<file path="src/rtl/display_pkg.sv">
// Shared definitions for the 7-segment scan driver.
//   NIBBLE_W    : width of one hex digit
//   ANODE_OFF   : anode level that turns a digit off (common anode, active-low enable)
//   MAX_DIGITS  : widest display the digit-slice helper supports
//   digit_slice : returns nibble 'idx' of a packed hex value (digit 0 = LS nibble)
package display_pkg;

  localparam int unsigned NIBBLE_W   = 4;
  localparam logic        ANODE_OFF  = 1'b1;
  localparam int unsigned MAX_DIGITS = 16;

  // Callers zero-extend their value to the full MAX_DIGITS width first.
  function automatic logic [NIBBLE_W-1:0] digit_slice(
    input logic [NIBBLE_W*MAX_DIGITS-1:0] val,
    input int unsigned                    idx
  );
    return val[idx*NIBBLE_W +: NIBBLE_W];
  endfunction

endpackage

</file>
<file path="src/rtl/scan_prescaler.sv">
// Digit-slot prescaler: free-running counter 0..PRESCALE-1.
//   clk_i  : system clock
//   rst_ni : asynchronous active-low reset, clears the counter
//   cnt_o  : current position inside the slot
//   tick_o : high in the last cycle of a slot (cnt_o == PRESCALE-1)
module scan_prescaler #(
  parameter int unsigned PRESCALE = 50000,
  parameter int unsigned CntW     = $clog2(PRESCALE)
) (
  input  logic            clk_i,
  input  logic            rst_ni,
  output logic [CntW-1:0] cnt_o,
  output logic            tick_o
);

  logic [CntW-1:0] cnt_q, cnt_d;
  logic            tick;

  assign tick = (cnt_q == CntW'(PRESCALE - 1));

  always_comb begin
    cnt_d = cnt_q + CntW'(1);
    if (tick) begin
      cnt_d = '0;
    end
  end

  always_ff @(posedge clk_i or negedge rst_ni) begin
    if (!rst_ni) begin
      cnt_q <= '0;
    end else begin
      cnt_q <= cnt_d;
    end
  end

  assign cnt_o  = cnt_q;
  assign tick_o = tick;

endmodule

</file>
<file path="src/rtl/display_scan_driver.sv">
// Time-multiplexed scan controller for a DIGITS-wide common-anode 7-segment display.
// A loaded value is held in a pending buffer and copied to the display buffer only at
// the frame wrap, so a single frame never mixes digits of two values.
//   clk_i         : system clock, rising edge
//   rst_ni        : asynchronous active-low reset
//   value_i       : packed hex value, value_i[4i+3:4i] = digit i
//   load_i        : 1-cycle strobe, captures value_i into the pending buffer
//   nibble_o      : nibble of the digit in the current slot (always driven)
//   anode_o       : active-low one-hot digit enable, all ones = dark
//   pending_o     : a loaded value is waiting for the frame boundary
//   frame_start_o : first cycle of the digit-0 slot
module display_scan_driver
  import display_pkg::*;
#(
  parameter int unsigned DIGITS        = 4,
  parameter int unsigned PRESCALE      = 50000,
  parameter int unsigned DEAD          = 2,
  parameter bit          BLANK_LEADING = 1'b1
) (
  input  logic                         clk_i,
  input  logic                         rst_ni,
  input  logic [NIBBLE_W*DIGITS-1:0]   value_i,
  input  logic                         load_i,
  output logic [NIBBLE_W-1:0]          nibble_o,
  output logic [DIGITS-1:0]            anode_o,
  output logic                         pending_o,
  output logic                         frame_start_o
);

  localparam int unsigned ValW = NIBBLE_W * DIGITS;
  localparam int unsigned IdxW = $clog2(DIGITS);
  localparam int unsigned CntW = $clog2(PRESCALE);
  localparam int unsigned ExtW = NIBBLE_W * MAX_DIGITS;

  logic [CntW-1:0] cnt;
  logic            tick;
  logic            frame_wrap;
  logic            past_dead;

  logic [IdxW-1:0] idx_q, idx_d;
  logic [ValW-1:0] disp_q, disp_d;
  logic [ValW-1:0] pend_q, pend_d;
  logic            pend_valid_q, pend_valid_d;

  logic [DIGITS-1:0] blank;
  logic [DIGITS-1:0] anode;
  logic              upper_nz;
  logic [ExtW-1:0]   disp_ext;

  scan_prescaler #(
    .PRESCALE (PRESCALE),
    .CntW     (CntW)
  ) u_prescaler (
    .clk_i  (clk_i),
    .rst_ni (rst_ni),
    .cnt_o  (cnt),
    .tick_o (tick)
  );

  assign frame_wrap = tick && (idx_q == IdxW'(DIGITS - 1));

  // Dead time at slot start keeps the previous digit's segments from ghosting.
  if (DEAD == 0) begin : gen_no_dead
    assign past_dead = 1'b1;
  end else begin : gen_dead
    assign past_dead = (cnt >= CntW'(DEAD));
  end

  // Digit index advances on every slot tick.
  always_comb begin
    idx_d = idx_q;
    if (tick) begin
      idx_d = (idx_q == IdxW'(DIGITS - 1)) ? '0 : idx_q + IdxW'(1);
    end
  end

  // Double buffer. Swap happens first, so a load on the wrap tick refills pending
  // after the old pending value has moved into the display buffer.
  always_comb begin
    disp_d       = disp_q;
    pend_d       = pend_q;
    pend_valid_d = pend_valid_q;
    if (frame_wrap && pend_valid_q) begin
      disp_d       = pend_q;
      pend_valid_d = 1'b0;
    end
    if (load_i) begin
      pend_d       = value_i;
      pend_valid_d = 1'b1;
    end
  end

  always_ff @(posedge clk_i or negedge rst_ni) begin
    if (!rst_ni) begin
      idx_q        <= '0;
      disp_q       <= '0;
      pend_q       <= '0;
      pend_valid_q <= 1'b0;
    end else begin
      idx_q        <= idx_d;
      disp_q       <= disp_d;
      pend_q       <= pend_d;
      pend_valid_q <= pend_valid_d;
    end
  end

  // Digit i>0 is blanked when it and every more significant digit are zero.
  always_comb begin
    blank    = '0;
    upper_nz = 1'b0;
    for (int i = DIGITS - 1; i >= 1; i--) begin
      upper_nz = upper_nz | (disp_q[i*NIBBLE_W +: NIBBLE_W] != '0);
      blank[i] = BLANK_LEADING && !upper_nz;
    end
  end

  always_comb begin
    anode = {DIGITS{ANODE_OFF}};
    for (int i = 0; i < DIGITS; i++) begin
      if ((idx_q == IdxW'(i)) && past_dead && !blank[i]) begin
        anode[i] = ~ANODE_OFF;
      end
    end
  end

  assign disp_ext      = ExtW'(disp_q);
  assign nibble_o      = digit_slice(disp_ext, 32'(idx_q));
  assign anode_o       = anode;
  assign pending_o     = pend_valid_q;
  assign frame_start_o = (idx_q == '0) && (cnt == '0);

endmodule

</file>
<file path="config.mk">
export PLATFORM = sky130hd
export DESIGN_NAME = display_scan_driver
export DESIGN_NICKNAME = d
export VERILOG_FILES = /design/src/rtl/display_pkg.sv /design/src/rtl/scan_prescaler.sv /design/src/rtl/display_scan_driver.sv
export SDC_FILE = /design/constraint.sdc
export NUM_CORES = 1
export LEC_CHECK = 0
export CORE_MARGIN = 4
export CORE_UTILIZATION = 55
export DETAILED_ROUTE_END_ITERATION = 10
export GPL_TIMING_DRIVEN = 0
export PLACE_DENSITY_LB_ADDON = 0.1
export SLEW_MARGIN = 20
export SYNTH_ARGS = -nofsm -noshare
export SYNTH_HDL_FRONTEND = slang
export SYNTH_SLANG_ARGS = --single-unit
</file>
<file path="constraint.sdc">
create_clock -name clk_i -period 4.1 [get_ports clk_i]
set_clock_uncertainty 0.2 [all_clocks]
set_input_delay 0.82 -clock clk_i [delete_from_list [all_inputs] [get_ports clk_i]]
set_output_delay 0.82 -clock clk_i [all_outputs]
set_load 0.02 [all_outputs]
</file>
==> flow_summary.toml, run 1 <==
[global_routing]
grt_max_degree = 36
grt_first_pass_wirelength_mm = 6.982
track_usage_pct = 17.12
antenna_found_initial = 0
grt_overflow = 0
grt_pass1_vias = 1425

[clocking]
clk_latency_ps = 300
clock_path_buffers = 2
clkTransAtPathRegs_ps = 90
htree_levels = 2
cts_root_buf = "clkbuf_8"
postCtsHoldBufs = 0
cts_tree = "built"
cts_inserted_buffers = 5
cts.sinks = 51

[finish]
antenna_cells = 0
drive_gt1_share_pct = 19.72
area_growth_pct = 20.12
fillers = 282
finalNetCount = 238

[critical_path]
reg2regPathDepth = 6
worstSetupPathType = "reg2out"
crit_start = "u_prescaler.cnt_o[10]"
r2r_end = "disp_q[5]"
reg2reg_from = "u_prescaler.cnt_o[10]"
setup.worst_path.end = "anode_o[0]"
worst_setup_path_start_kind = "flip-flop"
end_kind = "primary output"
rrSetupSlack_ps = 1550
worstPathArrival_ps = 2940
critPathRequiredTime_ps = 3080
crit_fanout = 4

[floorplan]
dieArea_um2 = 5333
coreArea_um2 = 4058
initial_core_util_pct = 57.32
row_count = 23
die_h_um = 73.03
pin_count = 29
die_width_um = 73.03

[power_and_ir_drop]
p_comb_share_pct = 5.3
p_total_mw = 0.9187
intPower_mw = 0.7298
power_frac_clock_pct = 37.4
ir_worst_vdd_mv = 0.2605
power_frac_seq_pct = 57.3
power.switching_mw = 0.1889
p_leak_nw = 1.265
powerDensity_nw_per_um2 = 328.8
switching_share_pct = 20.56

[sta]
setup_viol = 0
hold_viol_final = 0
finalSetupTns_ps = 0
fin_crit_sh_pct = 96.71
period_needed_ps = 3965
worst_pin_slew_ps = 532.1
max_freq_ghz = 0.2522
final_max_slew_viol_count = 0
rsz0062_at_grt = "no"
slew_headroom_pct = 64.52

[drt]
wl_per_cell_um = 15.54
drc = 0
vias = 1475
avgViaCountPerCell = 5.608
drtPass1Iterations = 4
ant_nets = 0
drt-initial-drc-count = 82
routed_wl_mm = 4.088

[synthesis]
ys_warn_count = 0
yosys.area.top_type = "dfrtp_1"
synth_area_leaders = "dfrtp_1 55%, mux2_2 12%, mux2_1 4.8%"
syn_nets = 203
syn_avg_cell_area_um2 = 13.14
synthTopCellsByCount = "51 x dfrtp_1, 24 x mux2_2, 12 x nor2_1"
async_flop_share_pct = 100.0
synthCells = 177
yosysMostFrequentCell = "dfrtp_1"
synth-seq-area-share_pct = 54.87
synth_edf_count = 0
synth_top_area_share_pct = 54.87
ys.flop_type = "dfrtp_1"
synthesis.area_um2 = 2326
ys_seq_elements = 51
ys_types = 28

[place]
io_buffers = 27
gp_congestion = 0.9277
place_hpwl_mm = 3.128

[job]
maxCapViolations = 0

[run_status]
run_status = "complete, no violations"

[worst_hold_path]
hp-class = "in2async"
## critical path, cell delays in order (launching register included)
cell,delay [ps]
dfrtp_1,420
or4_4,570
or4_1,560
or3_1,390
nand2_1,100
clkdlybuf4s50_1,600
## routing by layer
metal	part of all wire (%)	GRT usage (%)	vias up
met2	45	23.83	33
met5	0	0	-
met4	1.9	6.148	0
met3	4.7	3.719	9
met1	48	26.25	738
li1	-	-	695
## how the worst min path moves through the flow
stage | from | end | slack [ps] | depth (start not counted)
floorplan | disp_q[0] | disp_q[0] | 250 | 1
global placement | pend_q[6] | disp_q[6] | 270 | 1
detailed placement | disp_q[2] | disp_q[2] | 270 | 1
CTS | rst_ni | pend_q[0] | 240 | 1
global route | rst_ni | pend_q[0] | 250 | 1
finish | rst_ni | u_prescaler.cnt_o[2] | 240 | 1
## placed cells by master, fill, tap and decap left out, types with 3 or more instances in the layout
cell	netlist	layout
mux4_2	4	4
nand4_1	5	5
ha_1	7	7
inv_1	7	7
xnor2_1	8	8
or3_1	4	4
xor2_1	5	5
or4_1	4	4
mux2_1	10	10
dlymetal6s2s_1	0	3
dfrtp_1	51	51
clkbuf_1	4	4
nor3_1	4	4
clkdlybuf4s50_1	0	23
nor2_1	12	12
clkbuf_8	0	5
nand3_1	8	8
mux2_2	24	24
nor4_1	4	4
nand2_1	5	5
## power groups by stage
stage / registers (mW) / clock network [mW] / logic [mW]
final: 0.527 / 0.344 / 0.0484
after global routing: 0.529 / 0.382 / 0.0536
after CTS: 0.527 / 0.356 / 0.0500
after detailed placement: 0.537 / 0 / 0.0497
after global placement: 0.536 / 0 / 0.0452
after floorplan: 0.533 / 0 / 0.0192
## state kept, by name (all words and copies together) (netlist names)
name / flops
pend_q: 16
disp_q: 16
idx_q: 2
u_prescaler.cnt_o: 16
pending_o: 1
## per-stage QoR
| step | utilization [%] | instance area (um2) | std cells | hold WS, ps | setup slack (ps) |
|---|---|---|---|---|---|
| 2_1_floorplan | - | 2326 | 177 | 253.3 | 1021 |
| 3_3_place_gp | 65.53 | 2659 | 254 | 269.7 | 409.3 |
| 3_5_place_dp | 65.90 | 2674 | 255 | 274.0 | 389.0 |
| 4_1_cts | 68.67 | 2786 | 263 | 241.0 | 46.42 |
| 5_1_grt | 68.86 | 2794 | 263 | 245.4 | 23.37 |
| 6_report | 68.86 | 2794 | 263 | 237.1 | 135.0 |
## cells by family after synthesis
group | count (synthesis) | synth area share [%]
AOI/OAI and AO/OA | 4 | 1.076
xor gates and xnor gates | 13 | 4.895
adders and majority gates | 7 | 3.765
buffers and inverters | 13 | 2.743
DFF | 51 | 54.87
muxes | 38 | 20.33
and+or+nand+nor | 51 | 12.32
## repair_timing
| action | 4_1_cts | 5_1_grt |
|---|---|---|
| gates resized for setup | 0 | 3 |
| endpoints found under the setup margin | 0 | 3 |
| buffers inserted | 0 | 0 |
## layout make-up
class / instances / area [um2] / share of cell area (%)
multi-input cells: 113 / 985.9 / 35.29
repair buffers: 28 / 292.8 / 10.48
well taps: 50 / 62.56 / 2.239
clock buffers: 5 / 68.82 / 2.463
clock inverters: 3 / 43.79 / 1.567
inverters: 7 / 26.28 / 0.9404
plain buffers: 6 / 37.54 / 1.343
flip-flops and latches: 51 / 1276 / 45.68
Power figures use the tool's default switching activity.
==> run 2, diff against run 1 <==
- SLEW_MARGIN: 20 -> not set
==> flow_summary.toml, run 2 (synthesis gave the netlist of run 1 again) <==
[run_status]
run_status = "complete, no violations"

[critical_path]
crit_path_max_incr_delay_ps = 630
reg2regPathDepth = 6
end_kind = "primary output"
worstPathArrival_ps = 2990
worst_setup_path_start_kind = "flip-flop"
rrSetupSlack_ps = 1580
critPathRequiredTime_ps = 3080
crit_fanout = 4
r2r_end = "disp_q[13]"
timing.critical_path.cells = "or4_4 > or4_1 > or3_1 > o211ai_1 > clkdlybuf4s50_1"
worstSetupPathType = "reg2out"
cp_slowest_cell = "clkdlybuf4s50_1"
reg2reg_from = "u_prescaler.cnt_o[10]"

[place]
place_hpwl_mm = 3.125
io_buffers = 27
gp_congestion = 0.9277
dpl-instance-area_um2 = 2674

[job]
maxCapViolations = 0

[finish]
drive_gt1_share_pct = 19.72
fillers = 285
antenna_cells = 0
finalNetCount = 238
fin_area_um2 = 2791
multi_input_area_um2 = 985.9
regArea_um2 = 1276
area_growth_pct = 20.01
layout_commonest_cell = "dfrtp_1"
layout_common_cells = "51 x dfrtp_1, 26 x clkdlybuf4s50_1, 24 x mux2_2"

[clocking]
cts_root_buf = "clkbuf_8"
postCtsHoldBufs = 0
htree_levels = 2
clock_path_buffers = 2
clk_latency_ps = 300
cts_tree = "built"
cts_inserted_buffers = 5
cts.sinks = 51
clkTransAtPathRegs_ps = 90
post_cts_buffers = 0
cts_resized = 0

[drt]
drt-initial-drc-count = 94
avgViaCountPerCell = 5.593
drc = 0
drtPass1Iterations = 4
ant_nets = 0
vias = 1471
wl_per_cell_um = 15.79
routed_wl_mm = 4.153

[sta]
rsz0062_at_grt = "no"
worst_pin_slew_ps = 558.4
fin_crit_sh_pct = 97.74
finalSetupTns_ps = 0
slew_headroom_pct = 62.77
final_max_slew_viol_count = 0
max_freq_ghz = 0.2495
setup_viol = 0
hold_viol_final = 0
period_needed_ps = 4008

[global_routing]
grt_first_pass_wirelength_mm = 6.969
antenna_found_initial = 0
grt_pass1_vias = 1411
grt_overflow = 0
grt_max_degree = 36
track_usage_pct = 17.04

[floorplan]
row_count = 23
dieArea_um2 = 5333
pin_count = 29
die_width_um = 73.03
die_h_um = 73.03
coreArea_um2 = 4058
initial_core_util_pct = 57.32

[power_and_ir_drop]
powerDensity_nw_per_um2 = 334.2
ir_worst_vdd_mv = 0.2399
p_leak_nw = 1.270

[worst_hold_path]
hp-class = "in2async"
[run 2: how the worst max path moves through the flow]
stage,start,endpoint,depth (start not counted)
after floorplan,u_prescaler.cnt_o[10],anode_o[1],4
after global placement,u_prescaler.cnt_o[10],anode_o[1],5
after detailed placement,u_prescaler.cnt_o[10],anode_o[1],5
after CTS,u_prescaler.cnt_o[10],anode_o[1],5
after global routing,u_prescaler.cnt_o[10],anode_o[1],5
final,u_prescaler.cnt_o[10],anode_o[1],5
[run 2: critical path, delay by kind of cell, from the launching register on]
family / cells / cell delay [ps]
AO/OA/AOI/OAI: 1 / 120
flip-flops: 1 / 410
buffers and inverters: 1 / 630
AND/OR/NAND/NOR: 3 / 1530
[run 2: metrics by stage]
stage                     total power, mW  hold WS, ps  worst slack [ps]  instances  utilization (%)
after detailed placement           0.5869        275.7             401.0        255            65.90
after global placement             0.5808        269.7             409.3        254            65.53
final                              0.9330        225.0             92.49        263            68.79
after floorplan                    0.5525        253.3              1021        177                -
after CTS                          0.9444        234.1             61.46        263            68.79
after global routing               0.9719        246.2             10.70        263            68.79
[run 2: layer usage]
layer | up-vias | GRT usage [%] | wire [um]
met3 | 10 | 4.408 | 225
met5 | - | 0 | 0
met4 | 0 | 6.148 | 78
met1 | 720 | 24.70 | 1969
met2 | 41 | 24.73 | 1880
li1 | 700 | - | -
[run 2: final cells by class]
type,count,share of cell area [%]
clock inverters,2,1.255
inverters,7,0.9413
repair buffers,28,10.22
plain buffers,6,1.345
well taps,50,2.241
multi-input cells,113,35.32
clock buffers,6,2.958
flip-flops and latches,51,45.72
[run 2: report_power, final]
| group | internal (mW) | switching (mW) |
|---|---|---|
| clock network | 0.197 | 0.160 |
| logic | 0.0298 | 0.0187 |
| registers | 0.518 | 0.00838 |
==> RTL edit, RTL diff (settings of run 1) <==
Register the inputs `value_i` and `load_i` before use. The logic sees them one clock later. Comments in the files are not updated.
--- a/src/rtl/display_scan_driver.sv
+++ b/src/rtl/display_scan_driver.sv
@@ -32,4 +32,12 @@
   localparam int unsigned CntW = $clog2(PRESCALE);
   localparam int unsigned ExtW = NIBBLE_W * MAX_DIGITS;
+
+  logic [NIBBLE_W*DIGITS-1:0] value_q;
+  logic load_q;
+
+  always_ff @(posedge clk_i) begin
+    value_q <= value_i;
+    load_q  <= load_i;
+  end
 
   logic [CntW-1:0] cnt;
@@ -85,6 +93,6 @@
       pend_valid_d = 1'b0;
     end
-    if (load_i) begin
-      pend_d       = value_i;
+    if (load_q) begin
+      pend_d       = value_q;
       pend_valid_d = 1'b1;
     end
Function: changed (a bounded check fails within 4 cycles, from zero or initial values and one cycle with rst_ni low).
==> RTL edit against run 1 <==
- critical path depth is the same
- worst hold slack lost 0.033 ns
- area after synthesis grew 15%
- fmax grew 4.2%
- cell area grew 16%
- setup slack gained 0.16 ns
- total power grew 39%
- non-clock buffer count grew 1
- sequential cell count grew 17
- combinational power grew 3%
- core utilization shrank 0.14 points
- global-route usage grew 0.74 points
- routed wire length grew 11%
==> RTL edit: results (changes against run 1) <==
| Metric | Value |
|---|---|
| Synth cell count leaders | dfrtp_1 (51), mux2_2 (24), dfxtp_1 (17) (was dfrtp_1 (51), mux2_2 (24), nor2_1 (12)) |
| Dpl hpwl | 3362 um (was 3128 um) |
| Synth warnings | 0 (unchanged) |
| Crit path arrival time | 2.79 ns (was 2.94 ns) |
| Fin cells | 306 (was 263) |
| Clk_lat worst skew | 0.33 ns (was 0.30 ns) |
| First-pass GRT wire length | 8162 um (was 6982 um) |
| Top cells by area, synth | dfrtp_1 (48%), dfxtp_1 (13%), mux2_2 (10%), mux2_1 (4.2%), mux4_2 (3.4%) (was dfrtp_1 (55%), mux2_2 (12%), mux2_1 (4.8%), mux4_2 (3.9%), ha_1 (3.8%)) |
| Switch Pwr | 271.3 uW (was 188.9 uW) |
| Flop pwr share | 55.1% (was 57.3%) |
| Cell variety after synth | 29 (was 28) |
| Post-DR wirelength/cell | 14.88 um (was 15.54 um) |
| Status | completed (unchanged) |
| Placed Cells | 290 (was 255) |
| PortBufs | 28 (was 27) |
| Vias | 1602 (was 1475) |
| Reg-to-reg slack, setup | 1.58 ns (was 1.55 ns) |
| Area after DPL | 3045 um^2 (was 2674 um^2) |
| Final RePlAce weighted congestion | 0.8155 (was 0.9277) |
| Vias in the first global route | 1699 (was 1425) |
| H-tree depth | 3 (was 2) |
| Share of layout cells above drive strength 1 | 20.08% (was 19.72%) |
| Post-synthesis sequential area ratio | 60.63% (was 54.87%) |
| Cells after Synth | 194 (was 177) |
| Lkg Pwr | 1.461 nW (was 1.265 nW) |
| Logic pwr share | 3.9% (was 5.3%) |
| Pre-Repair DR Iteration Count | 4 (unchanged) |
| Maximum number of pins on one net before global-route repair | 35 (was 36) |
| Synth async-reset ratio | 75.00% (was 100.0%) |
| Worst hold slack | 0.2045 ns (was 0.2371 ns) |
| Slew margin rel. | 59.17% (was 64.52%) |
| DP Worst Slack | 0.3714 ns (was 0.3890 ns) |
| Final #Nets | 260 (was 238) |
| FILL cells | 343 (was 282) |
| Setup ws final | 0.2936 ns (was 0.1350 ns) |
| Worst vdd ir | 218.1 uV (was 260.5 uV) |
| Clock-pin slew on the worst setup and hold paths | 0.07 ns (was 0.09 ns) |
| CTS Buf Count | 9 (was 5) |
| Pwr dens | 393.7 nW/um^2 (was 328.8 nW/um^2) |
| Total GRT Usage | 17.87% (was 17.12%) |
-- RTL edit: routing by layer --
layer	wire length, um	vias to the layer above	GRT usage, %
met5	0	-	0
met4	55	0	6.940
met3	211	6	6.729
met2	2236	33	27.83
met1	2049	800	22.58
li1	-	763	-
-- RTL edit: worst paths after layout --
path / startpoint / end / depth (start not counted)
min in group clk_i: value_q[15] / pend_q[15] / 1
worst max register to register: u_prescaler.cnt_o[10] / disp_q[12] / 6
worst min register to register: value_q[15] / pend_q[15] / 1
max in group asynchronous: rst_ni / u_prescaler.cnt_o[5] / 2
worst max-delay path: u_prescaler.cnt_o[10] / anode_o[1] / 5
worst min-delay path: rst_ni / pend_q[0] / 1
-- RTL edit: layout make-up --
cell class                 count  area [um^2]  share of cell area [%]
clock buffer                  11        131.4                   4.048
multi-input combinational    113        985.9                   30.38
inverter                       7        26.28                  0.8096
clock inverter                 5        62.56                   1.928
sequential                    68         1617                   49.81
tap                           67        83.83                   2.583
buffer                         6        37.54                   1.157
timing repair buffer          29        301.5                   9.291
-- RTL edit: cells by family after synthesis --
kind of cell | after synthesis | synth area share, %
flops | 68 | 60.63
buf+inv | 13 | 2.393
simple gates | 51 | 10.75
xor+xnor | 13 | 4.270
mux | 38 | 17.74
compound gates | 4 | 0.9384
fa+ha+maj | 7 | 3.285
-- RTL edit: repair_timing --
| item | 4_1_cts | 5_1_grt |
|---|---|---|
| setup buffers | 0 | 0 |
| gates resized for setup | 1 | 3 |
| setup endpoints to repair | 1 | 3 |
-- RTL edit: critical path, cell delays in order (launching register included) --
cell and delay [ns]:
dfrtp_1 0.42, or4_4 0.57, or4_1 0.58, or3_1 0.41
o211ai_1 0.13, dlygate4sd2_1 0.36
